## config.mk

```make
export PLATFORM = sky130hd
export DESIGN_NAME = floo_output_arbiter
export DESIGN_NICKNAME = d
export VERILOG_FILES = /design/src/rtl/floo_pkg.sv /design/src/rtl/floo_out_reg.sv /design/src/rtl/floo_output_arbiter.sv
export SDC_FILE = /design/constraint.sdc
export NUM_CORES = 1
export LEC_CHECK = 0
export BUFFER_PORTS_ARGS = -buffer_cell sky130_fd_sc_hd__buf_4
export CAP_MARGIN = 10
export CORE_ASPECT_RATIO = 1.75
export CORE_UTILIZATION = 39
export DETAILED_ROUTE_END_ITERATION = 16
export PLACE_DENSITY = 0.73
export SLEW_MARGIN = 20
export SYNTH_ARGS = -nofsm -noshare
export SYNTH_HDL_FRONTEND = slang
export SYNTH_SLANG_ARGS = --single-unit
```

## constraint.sdc

```tcl
create_clock -name clk_i -period 9.7 [get_ports clk_i]
set_input_delay 0.97 -clock clk_i [delete_from_list [all_inputs] [get_ports clk_i]]
set_output_delay 0.97 -clock clk_i [all_outputs]
set_load 0.02 [all_outputs]
```

## src/rtl/floo_pkg.sv

```systemverilog
// Shared types for the FlooNoC output arbiter: FSM state encoding and the
// default flit layout carrying the header `last` marker.
package floo_pkg;

    typedef enum logic {
        ArbIdle,
        ArbLocked
    } arb_state_e;

    typedef struct packed {
        logic       last;
        logic [2:0] src_id;
    } floo_hdr_t;

    typedef struct packed {
        floo_hdr_t  hdr;
        logic [7:0] payload;
    } floo_flit_t;

endpackage

```

## src/rtl/floo_out_reg.sv

```systemverilog
// Single-entry valid/ready pipeline register. Drain and load in the same
// cycle keeps the entry full, so one flit per cycle flows through.
module floo_out_reg #(
    parameter type flit_t = logic
) (
    input  logic  clk_i,
    input  logic  rst_i,
    input  logic  valid_i,
    output logic  ready_o,
    input  flit_t data_i,
    output logic  valid_o,
    input  logic  ready_i,
    output flit_t data_o
);

    logic  valid_q;
    flit_t data_q;

    assign ready_o = !valid_q || ready_i;
    assign valid_o = valid_q;
    assign data_o  = data_q;

    always_ff @(posedge clk_i) begin
        if (rst_i) begin
            valid_q <= 1'b0;
        end else if (valid_i && ready_o) begin
            valid_q <= 1'b1;
        end else if (ready_i) begin
            valid_q <= 1'b0;
        end
    end

    always_ff @(posedge clk_i) begin
        if (valid_i && ready_o) begin
            data_q <= data_i;
        end
    end

endmodule

```

## src/rtl/floo_output_arbiter.sv

```systemverilog
// Per-output-port wormhole arbiter: round-robin grant among router inputs,
// held from header flit to the flit with hdr.last, with optional output register.
module floo_output_arbiter
    import floo_pkg::*;
#(
    parameter int unsigned NumInputs   = 5,
    parameter type         flit_t      = floo_pkg::floo_flit_t,
    parameter bit          LockRouting = 1'b1,
    parameter bit          OutReg      = 1'b1
) (
    input  logic                  clk_i,
    input  logic                  rst_i,
    input  logic [NumInputs-1:0]  valid_i,
    output logic [NumInputs-1:0]  ready_o,
    input  flit_t [NumInputs-1:0] data_i,
    output logic                  valid_o,
    input  logic                  ready_i,
    output flit_t                 data_o,
    output logic [NumInputs-1:0]  grant_o,
    output logic                  locked_o
);

    localparam int unsigned PtrW = (NumInputs > 1) ? $clog2(NumInputs) : 1;

    arb_state_e      state_q;
    logic [PtrW-1:0] rr_ptr_q;
    logic [PtrW-1:0] owner_q;

    logic [PtrW-1:0] pick;
    logic [PtrW-1:0] sel_idx;
    flit_t           sel_data;
    logic            in_valid;
    logic            out_ready;
    logic            xfer;
    logic            sel_last;

    // Descending scan so the smallest offset from ptr is the last assignment and wins.
    function automatic logic [PtrW-1:0] rr_search(input logic [NumInputs-1:0] req,
                                                  input logic [PtrW-1:0]      ptr);
        logic [PtrW-1:0] res;
        res = ptr;
        for (int unsigned i = NumInputs; i > 0; i--) begin
            int unsigned idx;
            idx = (int'(ptr) + i - 1) % NumInputs;
            if (req[idx]) res = PtrW'(idx);
        end
        return res;
    endfunction

    function automatic logic [PtrW-1:0] rr_next(input logic [PtrW-1:0] k);
        return (k == PtrW'(NumInputs - 1)) ? '0 : k + 1'b1;
    endfunction

    assign pick    = rr_search(valid_i, rr_ptr_q);
    assign sel_idx = (state_q == ArbLocked) ? owner_q : pick;

    always_comb begin
        grant_o = '0;
        if (!rst_i) begin
            if (state_q == ArbLocked) begin
                grant_o[owner_q] = 1'b1;
            end else if (|valid_i) begin
                grant_o[pick] = 1'b1;
            end
        end
    end

    assign sel_data = data_i[sel_idx];
    assign sel_last = sel_data.hdr.last;
    assign in_valid = |(valid_i & grant_o);
    assign ready_o  = grant_o & {NumInputs{out_ready}};
    assign xfer     = in_valid && out_ready;
    assign locked_o = (state_q == ArbLocked);

    always_ff @(posedge clk_i) begin
        if (rst_i) begin
            state_q  <= ArbIdle;
            rr_ptr_q <= '0;
            owner_q  <= '0;
        end else begin
            case (state_q)
                ArbIdle: begin
                    if (xfer) begin
                        if (LockRouting && !sel_last) begin
                            state_q <= ArbLocked;
                            owner_q <= pick;
                        end else begin
                            rr_ptr_q <= rr_next(pick);
                        end
                    end
                end
                ArbLocked: begin
                    if (xfer && sel_last) begin
                        state_q  <= ArbIdle;
                        rr_ptr_q <= rr_next(owner_q);
                    end
                end
                default: state_q <= ArbIdle;
            endcase
        end
    end

    if (OutReg) begin : gen_out_reg
        floo_out_reg #(
            .flit_t (flit_t)
        ) i_out_reg (
            .clk_i   (clk_i),
            .rst_i   (rst_i),
            .valid_i (in_valid),
            .ready_o (out_ready),
            .data_i  (sel_data),
            .valid_o (valid_o),
            .ready_i (ready_i),
            .data_o  (data_o)
        );
    end else begin : gen_pass
        assign valid_o   = in_valid;
        assign out_ready = ready_i;
        assign data_o    = sel_data;
    end

`ifndef SYNTHESIS
    for (genvar i = 0; i < NumInputs; i++) begin : gen_hold_chk
        assert property (@(posedge clk_i) disable iff (rst_i)
            (state_q == ArbIdle && valid_i[i] && !ready_o[i]) |=> valid_i[i])
        else $error("request on input %0d withdrawn before transfer", i);
    end
`endif

endmodule

```

==> impl_metrics.json, run 1 <==
{
  "status": "complete, no violations",
  "path_class": "reg -> out",
  "portBuffers": 91,
  "drive_above_1_share_pct": 29.85,
  "dieWidth_um": 71.90,
  "worst_setup_path_start_kind": "register",
  "synth.net_count": 487,
  "cts_buffers": 3,
  "clk_latency_ns": 0.25,
  "routedWlPerCell_um": 16.69,
  "powerDensity_nw_per_um2": 311.7,
  "rsz0062_at_grt": "false",
  "drtPass1Iterations": 4,
  "ys_async_sr_fraction_pct": 0,
  "grtUsageTotal_pct": 21.87,
  "syn_area_per_cell_um2": 8.420,
  "fin_skew_ns": 0.001445,
  "yosysSeqAreaShare_pct": 15.61,
  "yosysWarnings": 0,
  "hold_class": "reg -> reg",
  "clk_path_buf_depth": 2,
  "core-area_um2": 8313,
  "cp_max_fo": 36,
  "dp_hpwl_um": 7798,
  "clkTransAtPathRegs_ns": 0.06,
  "worst_slew_margin_rel_pct": 31.93,
  "cp-end-kind": "primary output",
  "place_congestion": 0.9165,
  "ant_nets": 0,
  "yosysMostFrequentCell": "nor2_1",
  "ys_types": 81,
  "syn-instance-count": 396,
  "antenna_found_initial": 0,
  "min_period_ns": 6.819,
  "r2r_slack_ns": 3.25,
  "worstPathRequired_ns": 8.73,
  "dieArea_um2": 8938,
  "slew_viol_final": 0,
  "initial_core_util_pct": 40.11,
  "rows": 44,
  "grt_pass1_vias": 3453,
  "drt_iter0_drc": 181,
  "synth_edf_count": 12,
  "syn2layout_area_growth_pct": 24.05,
  "final.setup.tns_ns": 0,
  "finalPower_mw": 1.289,
  "grt_pass1_wl_um": 15730,
  "nets": 561,
  "grt_overflow_total": 0,
  "ir_drop_mv": 0.1254,
  "fin_util_pct": 49.76,
  "critical_path_arrival_ns": 5.85,
  "ys_top_cells_by_count": "nor2_1 (41), nand2_1 (26), ha_1 (23)",
  "p_leak_nw": 1.776,
  "fmax_ghz": 0.1467,
  "post-route-period-util_pct": 70.30,
  "synth_top_area_cell": "edfxtp_1",
  "vias_per_cell": 5.962,
  "cts-root-buf": "clkbuf_16",
  "vias": 3482,
  "synth_flop_cell": "edfxtp_1",
  "synth_area_um2": 3334,
  "setup_slack_ns": 2.881,
  "htreeDepth": 1,
  "cts_sinks": 20,
  "final-setup-viol-count": 0,
  "pre_cts_ws_ns": 3.164,
  "ys_seq_elements": 20,
  "antenna_cells": 0,
  "grt_max_degree": 37,
  "cap_violations": 0,
  "synth.area.top_cells": "edfxtp_1 (11%), ha_1 (8.6%), mux4_2 (8.1%), mux2i_1 (5.4%), dfxtp_1 (4.8%)",
  "die_h_um": 124.3,
  "post_cts_buffers": 0,
  "drc": 0,
  "holdBufCountCts": 0,
  "post_cts_resized": 0,
  "top_level_ports": 92,
  "finalHoldViolCount": 0,
  "wl_um": 9745,
  "worst_slew_pin_slew_ns": 1.016,
  "synth_top_area_share_pct": 10.81,
  "cts_tree": "built"
}
[metal layers]
layer	share of wire [%]	vias up	track usage, %
li1	-	1680	-
met1	36	1648	21.70
met2	55	124	41.34
met3	5.6	30	3.317
met4	4.0	0	12.34
met5	0	-	0
[critical path, cell delays in order (launching register included)]
cell and delay [ns]:
dfxtp_1 0.30, buf_4 0.36, clkinv_1 0.39, ha_1 0.44, inv_1 0.13, ha_1 0.30, o21ai_0 0.17, nor2_1 0.05
a21oi_1 0.28, ha_1 0.29, inv_1 0.06, o221a_1 0.26, or3_1 0.37, a21o_1 0.20, a211oi_1 0.48, nor3_1 0.16
o21ai_0 0.11, a221o_1 0.47, nand4_1 0.21, and2_1 0.22, nor3_1 0.15, buf_4 0.17
[report_power, final]
part	total, mW	internal, mW	switching [mW]
Clock	0.0865	0.0560	0.0305
Sequential	0.184	0.152	0.0319
Combinational	1.02	0.450	0.569
[registers in the layout (all words and copies together), names as in the netlist, named ones only]
register / count
gen_out_reg.i_out_reg.data_o: 12
owner_q: 3
gen_out_reg.i_out_reg.valid_o: 1
rr_ptr_q: 3
[cells by family after synthesis]
logic type,count (synthesis),share of synthesized area (%)
adders and majority gates,23,8.631
AOI/OAI and AO/OA,129,31.26
xor gates and xnor gates,8,2.327
DFF,20,15.61
muxes,36,15.61
and+or+nand+nor,133,20.11
buffers and inverters,47,6.454
[path summary, 6_finish.rpt]
kind / start / end / cells after the start
worst max-delay path: rr_ptr_q[0]$_SDFFE_PP0P_ / ready_o[2] / 21
worst min-delay path: gen_out_reg.i_out_reg.valid_o$_SDFFE_PP0P_ / gen_out_reg.i_out_reg.valid_o$_SDFFE_PP0P_ / 2
worst max register to register: rr_ptr_q[0]$_SDFFE_PP0P_ / gen_out_reg.i_out_reg.data_o[3]$_DFFE_PP_ / 21
worst min register to register: gen_out_reg.i_out_reg.valid_o$_SDFFE_PP0P_ / gen_out_reg.i_out_reg.valid_o$_SDFFE_PP0P_ / 2
[area by class of cell]
type                            count  area, um^2
Tap cell                          115       143.9
Clock buffer                        4       78.83
Inverter                           23       86.33
Sequential cell                    20       520.5
Fill cell                         779        4177
Timing Repair Buffer               93       698.2
Multi-Input combinational cell    329        2609
[stage by stage]
step | cells | hold WS [ns] | instance area, um^2
floorplan | 396 | 0.5301 | 3334
global placement | 580 | 0.5889 | 4053
detailed placement | 580 | 0.5986 | 4053
CTS | 584 | 0.6105 | 4131
global route | 584 | 0.6695 | 4136
finish | 584 | 0.5904 | 4136
[cells in the final DEF (no fill, tap or decap), types with 7 or more instances in the layout]
master | netlist | layout
a21oi_1 | 20 | 20
a22o_1 | 13 | 13
buf_4 | 2 | 93
dfxtp_1 | 8 | 8
edfxtp_1 | 12 | 12
ha_1 | 23 | 23
inv_1 | 18 | 18
mux2i_1 | 18 | 18
mux4_2 | 12 | 12
nand2_1 | 26 | 26
nand2b_1 | 16 | 16
nor2_1 | 41 | 41
nor3_1 | 13 | 12
o211ai_1 | 8 | 8
o21ai_0 | 13 | 13
xnor2_1 | 7 | 7
Power figures use the tool's default switching activity.
==> inputs of run 2 (changes only) <==
--- a/config.mk
+++ b/config.mk
@@ -10,7 +10,7 @@
 export CORE_ASPECT_RATIO = 1.75
 export CORE_UTILIZATION = 39
 export DETAILED_ROUTE_END_ITERATION = 16
-export PLACE_DENSITY = 0.73
+export PLACE_DENSITY = 0.76
 export SLEW_MARGIN = 20
 export SYNTH_ARGS = -nofsm -noshare
 export SYNTH_HDL_FRONTEND = slang
==> constraint.sdc (replaced) <==
create_clock -name clk_i -period 6.2 [get_ports clk_i]
set_input_delay 0.62 -clock clk_i [delete_from_list [all_inputs] [get_ports clk_i]]
set_output_delay 0.62 -clock clk_i [all_outputs]
set_load 0.02 [all_outputs]
==> run 2 against run 1 <==
  * Clock power is 57% higher
  * Critical path depth is 4 lower
  * Cell count is 0.68% higher
  * Power is 59% higher
  * Register-to-register slack worse by 2.7 ns
  * Sequential power is 54% higher
  * Sequential share of layout area is 0.057 points lower
  * Cell area is 0.70% higher
  * Flip-flop and latch count stayed put
  * Largest cell class unchanged
==> impl_metrics.json, run 2 (synthesized netlist as in run 1, its figures left out) <==
{
  "final.setup.tns_ns": 0,
  "worst_setup_path_start_kind": "register",
  "dr_wl_met3_um": 676,
  "ir_drop_mv": 0.2088,
  "pre_cts_ws_ns": 0.5020,
  "fin_skew_ns": 0.001275,
  "whs_ns": 0.6008,
  "path_class": "reg -> out",
  "die_h_um": 124.3,
  "wl_met2_um": 5545,
  "htreeDepth": 1,
  "dieWidth_um": 71.90,
  "portBuffers": 91,
  "nets": 565,
  "r2r_slack_ns": 0.56,
  "cts-root-buf": "clkbuf_16",
  "rows": 44,
  "grt_max_degree": 35,
  "fin_util_pct": 50.11,
  "clkTransAtPathRegs_ns": 0.06,
  "post_cts_buffers": 0,
  "final_common_cell": "buf_4",
  "dieArea_um2": 8938,
  "topRoutingLayerUsed": "met4",
  "routedWlPerCell_um": 17.60,
  "min_period_ns": 5.726,
  "finalPower_mw": 2.047,
  "status": "complete, no violations",
  "cts_sinks": 20,
  "top_level_ports": 92,
  "setup_slack_ns": 0.4739,
  "fmax_ghz": 0.1746,
  "core-area_um2": 8313,
  "hold_path_startpoint": "gen_out_reg.i_out_reg.valid_o$_SDFFE_PP0P_",
  "worst_slew_margin_rel_pct": 33.19,
  "drt_iter0_drc": 177,
  "hold_class": "reg -> reg",
  "cp-end-kind": "primary output",
  "cp_max_fo": 13,
  "drive_above_1_share_pct": 30.66,
  "clk_latency_ns": 0.25,
  "drtPass1Iterations": 5,
  "worstPathRequired_ns": 5.58,
  "cts_buffers": 3,
  "cap_violations": 0,
  "ant_nets": 0,
  "powerDensity_nw_per_um2": 491.4,
  "clk_path_buf_depth": 2,
  "p_leak_nw": 1.792,
  "r2r_end": "gen_out_reg.i_out_reg.data_o[6]$_DFFE_PP_",
  "design_area_um2": 4165,
  "place_congestion": 0.9353,
  "final_cell_mix": "buf_4 (97), nor2_1 (41), nand2_1 (26), ha_1 (22), a21oi_1 (20)",
  "wl_um": 10350,
  "instances_no_fill": 588,
  "vias": 3581,
  "post_cts_resized": 0,
  "dp_hpwl_um": 8225,
  "grt_pass1_wl_um": 16470,
  "final-setup-viol-count": 0,
  "post-route-period-util_pct": 92.36,
  "syn2layout_area_growth_pct": 24.92,
  "grtUsageTotal_pct": 22.88,
  "initial_core_util_pct": 40.11,
  "dp.cells": 584,
  "rsz0062_at_grt": "false",
  "worst_slew_pin_slew_ns": 0.9968,
  "slew_viol_final": 0,
  "antenna_cells": 0,
  "cts_tree": "built",
  "r2r_start": "rr_ptr_q[1]$_SDFFE_PP0P_",
  "vias_per_cell": 6.090,
  "drc": 0,
  "met1_length_um": 3646,
  "whs_endpoint": "gen_out_reg.i_out_reg.valid_o$_SDFFE_PP0P_",
  "finalHoldViolCount": 0,
  "largest_register_ffs": 12,
  "grt_overflow_total": 0,
  "critical_path_arrival_ns": 5.11,
  "dpl_cell_area_um2": 4083,
  "antenna_found_initial": 0,
  "whs_path_depth": 2,
  "ff2ff_path_depth": 16,
  "holdBufCountCts": 0,
  "grt_pass1_vias": 3592
}
## run 2: cell types whose count changed in the layout (fill, tap and decap cells not counted), sizes merged
cell / change
buf: +4
clkbuf: -1
clkinv: +1
## run 2: worst max-delay path, stage by stage (launching register included)
cell and delay, ns:
dfxtp_1 0.33, buf_4 0.18, ha_1 0.26, xnor2_1 0.73, ha_1 0.34, nor2_1 0.10, and3_1 0.18, a2111oi_0 0.75
a222oi_1 0.32, nand2_1 0.14, a21oi_1 0.09, nor3b_1 0.15, a221o_1 0.53, nor2_1 0.24, a21oi_1 0.10, nor2_1 0.14
and2_1 0.14, buf_4 0.13
## run 2: how the worst max path moves through the flow
stage / endpoint / slack [ns] / start / cells past startpoint
2_1_floorplan: ready_o[2] / 0.67 / rr_ptr_q[0]$_SDFFE_PP0P_ / 20
3_3_place_gp: gen_out_reg.i_out_reg.data_o[3]$_DFFE_PP_ / 0.70 / rr_ptr_q[2]$_SDFFE_PP0P_ / 16
6_report: ready_o[3] / 0.47 / rr_ptr_q[1]$_SDFFE_PP0P_ / 17
5_1_grt: ready_o[2] / 0.08 / rr_ptr_q[1]$_SDFFE_PP0P_ / 20
4_1_cts: ready_o[3] / 0.34 / rr_ptr_q[2]$_SDFFE_PP0P_ / 17
3_5_place_dp: gen_out_reg.i_out_reg.data_o[7]$_DFFE_PP_ / 0.50 / rr_ptr_q[2]$_SDFFE_PP0P_ / 15
## run 2: metal layers
| layer | GRT usage, % | vias to the layer above |
|---|---|---|
| met3 | 2.589 | 40 |
| li1 | - | 1682 |
| met4 | 11.88 | 0 |
| met2 | 43.67 | 169 |
| met5 | 0 | - |
| met1 | 23.32 | 1690 |
## run 2: report_power, final
group / total (mW) / switching (mW) / internal [mW] / leakage (nW)
Combinational: 1.63 / 0.914 / 0.713 / 1.57
Sequential: 0.284 / 0.0459 / 0.238 / 0.178
Clock: 0.136 / 0.0501 / 0.0860 / 0.0385
## run 2: layout make-up
| type | count | area, um^2 |
|---|---|---|
| Fill cell | 804 | 4148 |
| Multi-Input combinational cell | 329 | 2606 |
| Timing Repair Buffer | 97 | 728.2 |
| Sequential cell | 20 | 521.8 |
| Tap cell | 115 | 143.9 |
| Inverter | 23 | 86.33 |
| Clock buffer | 3 | 75.07 |
| Clock inverter | 1 | 3.754 |
